===== src/rtl/serial_subtractor.sv =====
// Bit-serial unsigned subtractor: accepts a, b over a valid/ready handshake,
// produces a - b LSB-first over WIDTH clocks and holds the result until taken.
//
// Ports:
//   clk, rst           clock and synchronous active-high reset
//   in_valid/in_ready  operand handshake (ready only while idle)
//   a, b               minuend and subtrahend
//   out_valid/out_ready result handshake (valid only while done)
//   diff, borrow       (a - b) mod 2^WIDTH and unsigned underflow flag
//   busy               operation in progress or result pending
module serial_subtractor #(
    parameter int WIDTH = 8
) (
    input  logic             clk,
    input  logic             rst,
    input  logic             in_valid,
    output logic             in_ready,
    input  logic [WIDTH-1:0] a,
    input  logic [WIDTH-1:0] b,
    output logic             out_valid,
    input  logic             out_ready,
    output logic [WIDTH-1:0] diff,
    output logic             borrow,
    output logic             busy
);

    localparam int CW = $clog2(WIDTH);
    localparam logic [CW-1:0] LAST = CW'(WIDTH - 1);

    typedef enum logic [1:0] {
        S_IDLE,
        S_RUN,
        S_DONE
    } state_t;

    state_t           state_q, state_d;
    logic [WIDTH-1:0] a_q, a_d;
    logic [WIDTH-1:0] b_q, b_d;
    logic [CW-1:0]    cnt_q, cnt_d;
    logic             br_q, br_d;
    logic [WIDTH-1:0] diff_q, diff_d;
    logic             borrow_q, borrow_d;
    logic             in_ready_q, in_ready_d;
    logic             out_valid_q, out_valid_d;
    logic             busy_q, busy_d;

    logic             bit_d;
    logic             br_nxt;

    // One full-subtractor slice on the current LSBs.
    assign bit_d  = a_q[0] ^ b_q[0] ^ br_q;
    assign br_nxt = (~a_q[0] & b_q[0]) | (~(a_q[0] ^ b_q[0]) & br_q);

    always_comb begin
        state_d  = state_q;
        a_d      = a_q;
        b_d      = b_q;
        cnt_d    = cnt_q;
        br_d     = br_q;
        diff_d   = diff_q;
        borrow_d = borrow_q;

        unique case (state_q)
            S_IDLE: begin
                if (in_valid) begin
                    a_d     = a;
                    b_d     = b;
                    br_d    = 1'b0;
                    cnt_d   = '0;
                    state_d = S_RUN;
                end
            end
            S_RUN: begin
                // The minuend register doubles as the result shift register:
                // each consumed LSB frees its MSB for the new difference bit.
                a_d   = {bit_d, a_q[WIDTH-1:1]};
                b_d   = {1'b0, b_q[WIDTH-1:1]};
                br_d  = br_nxt;
                cnt_d = cnt_q + 1'b1;
                if (cnt_q == LAST) begin
                    diff_d   = {bit_d, a_q[WIDTH-1:1]};
                    borrow_d = br_nxt;
                    state_d  = S_DONE;
                end
            end
            S_DONE: begin
                if (out_ready) begin
                    state_d = S_IDLE;
                end
            end
            default: state_d = S_IDLE;
        endcase

        in_ready_d  = (state_d == S_IDLE);
        out_valid_d = (state_d == S_DONE);
        busy_d      = (state_d != S_IDLE);
    end

    always_ff @(posedge clk) begin
        if (rst) begin
            state_q     <= S_IDLE;
            a_q         <= '0;
            b_q         <= '0;
            cnt_q       <= '0;
            br_q        <= 1'b0;
            diff_q      <= '0;
            borrow_q    <= 1'b0;
            in_ready_q  <= 1'b1;
            out_valid_q <= 1'b0;
            busy_q      <= 1'b0;
        end else begin
            state_q     <= state_d;
            a_q         <= a_d;
            b_q         <= b_d;
            cnt_q       <= cnt_d;
            br_q        <= br_d;
            diff_q      <= diff_d;
            borrow_q    <= borrow_d;
            in_ready_q  <= in_ready_d;
            out_valid_q <= out_valid_d;
            busy_q      <= busy_d;
        end
    end

    assign in_ready  = in_ready_q;
    assign out_valid = out_valid_q;
    assign busy      = busy_q;
    assign diff      = diff_q;
    assign borrow    = borrow_q;

endmodule


===== config.mk =====
export PLATFORM = sky130hd
export DESIGN_NAME = serial_subtractor
export DESIGN_NICKNAME = d
export VERILOG_FILES = /design/src/rtl/serial_subtractor.sv
export SDC_FILE = /design/constraint.sdc
export NUM_CORES = 1
export LEC_CHECK = 0
export ABC_CLOCK_PERIOD_IN_PS = 1400
export CAP_MARGIN = 30
export CORE_ASPECT_RATIO = 1.2
export CORE_UTILIZATION = 45
export DETAILED_ROUTE_END_ITERATION = 12
export PLACE_DENSITY = 0.75
export REMOVE_ABC_BUFFERS = 1
export SKIP_LAST_GASP = 1
export SYNTH_ARGS = -nofsm -noshare
export SYNTH_HDL_FRONTEND = slang
export SYNTH_SLANG_ARGS = --single-unit
export TNS_END_PERCENT = 10

===== constraint.sdc =====
create_clock -name clk -period 1.4 [get_ports clk]
set_clock_uncertainty 0.15 [all_clocks]
set_input_delay 0.14 -clock clk [delete_from_list [all_inputs] [get_ports clk]]
set_output_delay 0.14 -clock clk [all_outputs]
set_load 0.03 [all_outputs]

==> results of run 1 <==
what timing repair did:
action,in CTS,in global routing
endpoints found under the setup margin,35,39
gates resized for setup,3,3
pin swaps,0,0
cells by family after synthesis:
kind of cell	after synthesis	synth area share [%]
simple gates	47	15.4
compound gates	37	19.5
flops	34	45.1
buf+inv	15	7.72
mux	14	9.29
fa+ha+maj	3	2.99
worst register-to-register path: cells and delay by family, from the launching register on:
kind,cells,cell delay (ns)
buf+inv,1,0.19
simple gates,1,0.18
compound gates,2,0.32
flops,1,0.54
per-layer routing:
layer / GRT usage, % / vias to the layer above / share of wire, %
met1: 21.2 / 585 / 40
met3: 5.79 / 4 / 4.4
met4: 7.37 / 0 / 1.1
met2: 33.6 / 29 / 55
li1: - / 609 / -
met5: 0 / - / 0
synth_stat cells:
cell type                    n
sky130_fd_sc_hd__fa_1        1
sky130_fd_sc_hd__nand2_1     9
sky130_fd_sc_hd__mux2i_1    14
sky130_fd_sc_hd__nand3b_1    1
sky130_fd_sc_hd__dfxtp_1    34
sky130_fd_sc_hd__buf_12      1
sky130_fd_sc_hd__a21o_1      1
sky130_fd_sc_hd__a2bb2oi_1   1
sky130_fd_sc_hd__a211oi_1    6
sky130_fd_sc_hd__o21bai_2    1
sky130_fd_sc_hd__nand3_1     8
sky130_fd_sc_hd__buf_2       2
sky130_fd_sc_hd__or3b_1      2
sky130_fd_sc_hd__buf_4       1
sky130_fd_sc_hd__inv_1       2
sky130_fd_sc_hd__nor2_1     19
sky130_fd_sc_hd__o21ba_1     1
sky130_fd_sc_hd__nor4bb_1    1
sky130_fd_sc_hd__a21oi_1    15
sky130_fd_sc_hd__a211oi_2    9
sky130_fd_sc_hd__a22oi_1     2
sky130_fd_sc_hd__and2b_4     1
sky130_fd_sc_hd__nand2b_1    4
sky130_fd_sc_hd__buf_6       5
sky130_fd_sc_hd__ha_1        2
sky130_fd_sc_hd__nor2_2      1
sky130_fd_sc_hd__clkbuf_1    4
sky130_fd_sc_hd__nor3_2      1
sky130_fd_sc_hd__a311oi_1    1
power by group:
group | internal (uW) | switching, uW | leakage (uW)
logic | 183 | 146 | 0.000528
registers | 1020 | 35.3 | 0.000279
clock network | 226 | 295 | 0.0000302
total | 1430 | 476 | 0.000838
metrics by stage:
step | std cells | power [uW] | TNS (ns)
3_3_place_gp | 219 | 1390 | -1.98
3_5_place_dp | 219 | 1410 | -3.14
6_report | 225 | 1900 | -1.83
2_1_floorplan | 137 | 1230 | -8.12
4_1_cts | 225 | 1930 | -3.06
5_1_grt | 225 | 2000 | -4.47
path summary, 6_finish.rpt:
check	start	cells after the start	end
worst max-delay path	busy	1	busy
worst min-delay path	b[3]	3	b_q[3]
worst max register to register	state_q[0]	4	borrow
worst min register to register	diff[3]	2	diff[3]
layout make-up:
type                       count  area, um^2
fill                         303        1150
multi-input combinational    101         711
sequential                    34         681
timing repair buffer          46         489
clock buffer                   6        51.3
tap                           36        45.0
inverter                       2        7.51
sequential cells by signal, summed over array words and instances, names as in the netlist:
register / count
a_q: 8
b_q: 8
diff: 8
cnt_q: 3
state_q: 2
borrow: 1
br_q: 1
busy: 1
in_ready: 1
out_valid: 1
==> results.py, run 1 <==
metrics = {
    "run_status": {
        "run_status": "finished, violations left",
        "failing_checks": "setup timing",
    },
    "timing": {
        "layout_min_cycle_time_ns": 1.61,
        "finalCritPeriodShare_pct": 115,
        "report.final.slew_viol_count": 0,
        "grt_setup_unrepaired": "true",
        "timing.fmax_ghz": 0.621,
        "finalSetupViolCount": 27,
        "worst_hold_slack_ns": 0.305,
        "worst_pin_slew_ns": 0.358,
        "postLayoutSetupSlackWorst_ns": -0.211,
        "timing.slew.headroom_pct": 76.1,
        "timing_hold_violations_final": 0,
    },
    "detailed_routing": {
        "route.antenna.remaining_nets": 0,
        "vias_per_cell": 5.45,
        "detailroute.via_count": 1227,
        "route.final.wire_length_mm": 2.99,
        "drt_first_iter_violations": 22,
        "wl_per_cell_um": 13.3,
        "route.detailed.drc": 0,
        "detail_route.first_pass.iterations": 4,
    },
    "setup_path": {
        "worstPathRequired_ns": 1.11,
        "timing.setup.critical_path_class": "reg -> out",
        "worst_path_max_delay_cell": "sky130_fd_sc_hd__clkdlybuf4s50_1",
        "critical_path.max_fanout": 1,
        "crit_path_max_incr_delay_ns": 0.67,
        "path_delay_family": "buffers and inverters",
        "crit_buf_inv": 1,
        "worst_ep_arrival_time_ns": 1.32,
        "cp-start-kind": "register",
        "reg2reg_slack_ns": -0.07,
        "cells_along_the_critical_path": "clkdlybuf4s50_1",
        "critPathCaptureType": "primary output",
    },
    "synthesis": {
        "synth_top_cells_by_area": "sky130_fd_sc_hd__dfxtp_1, sky130_fd_sc_hd__mux2i_1, sky130_fd_sc_hd__a211oi_2, sky130_fd_sc_hd__a21oi_1, sky130_fd_sc_hd__nor2_1",
        "yosys_register_bits": 34,
        "synthCells": 150,
        "syn-cell-area_um2": 1510,
        "synth.distinct_cells": 29,
        "fraction_of_the_yosys_area_taken_by_sequential_cells_pct": 45.1,
        "post_synth.cell_area_avg_um2": 10.1,
        "synth_top_area_cell": "sky130_fd_sc_hd__dfxtp_1",
        "synth.top_cell.area_share_pct": 45.1,
        "synth-warning-count": 0,
    },
    "placement": {
        "dp_worst_setup_slack_ns": -0.183,
        "post-dp-hpwl_mm": 2.22,
        "routabilityCongestion": 0.710,
        "port_buffers": 31,
        "placed_cell_area_um2": 1930,
    },
    "global_route": {
        "grt_pass1_vias": 1188,
        "remaining_global_route_overflow": 0,
        "number_of_antenna_violations_at_the_first_check_in_global_routing": 0,
        "largest_net_degree_at_the_start_of_global_routing": 35,
        "grt_first_pass_wirelength_mm": 4.97,
        "globalRouteTotalUtil_pct": 19.4,
    },
    "clock_network": {
        "clockRootBuffer": "sky130_fd_sc_hd__clkbuf_4",
        "clock-sinks": 34,
        "tritoncts": "yes",
        "worst_setup_hold_path_clk_slew_ns": 0.09,
        "cts_hold_buf": 0,
        "tritoncts.num_buffers": 5,
        "postCtsSetupBuffers": 0,
        "htree_levels": 2,
        "clk_latency_worst_skew_pair_ns": 0.32,
        "clockBufferDepth": 2,
    },
    "power_and_ir_drop": {
        "cellPowerDensity_nw_per_um2": 960,
        "peakVddDrop_v": 0.000848,
        "power_leakage_uw": 0.000838,
    },
    "layout": {
        "layout.cells.most_common_list": "sky130_fd_sc_hd__dfxtp_1, sky130_fd_sc_hd__clkdlybuf4s50_1, sky130_fd_sc_hd__nor2_1",
        "layout-area-overhead-vs-synth_pct": 31.6,
        "layout.cells.most_common": "sky130_fd_sc_hd__dfxtp_1",
        "utilization_pct": 63.2,
        "fin_nets": 213,
        "final_area_um2": 1980,
        "n_antenna_cell": 0,
        "fraction_of_final_layout_cells_with_drive_strength_greater_than_1_pct": 18.0,
    },
    "floorplanning": {
        "dieArea_um2": 3590,
        "chipWidth_um": 54.8,
        "floorplan.io_pins": 32,
        "placeableCoreArea_um2": 3140,
        "effective_utilization_at_floorplan_pct": 48.0,
        "vertical_die_dimension_um": 65.4,
        "number_of_placement_rows": 22,
    },
    "flow_run": {
        "max_cap_violations": 0,
    },
    "min_path": {
        "hold_class": "in -> reg",
    },
}
Note: power is estimated with default switching activity, not from simulation.
==> run 2: changes to the inputs <==
- ABC_AREA: default -> 0
==> results of run 2 <==
Same layout as run 1: the final DEF is identical, and so are final timing and power.
==> run 3: changes to the inputs <==
- CTS_BUF_LIST: default -> sky130_fd_sc_hd__clkbuf_4 sky130_fd_sc_hd__clkbuf_8 sky130_fd_sc_hd__clkbuf_16
==> results of run 3 <==
Same layout as run 1: the final DEF is identical, and so are final timing and power.
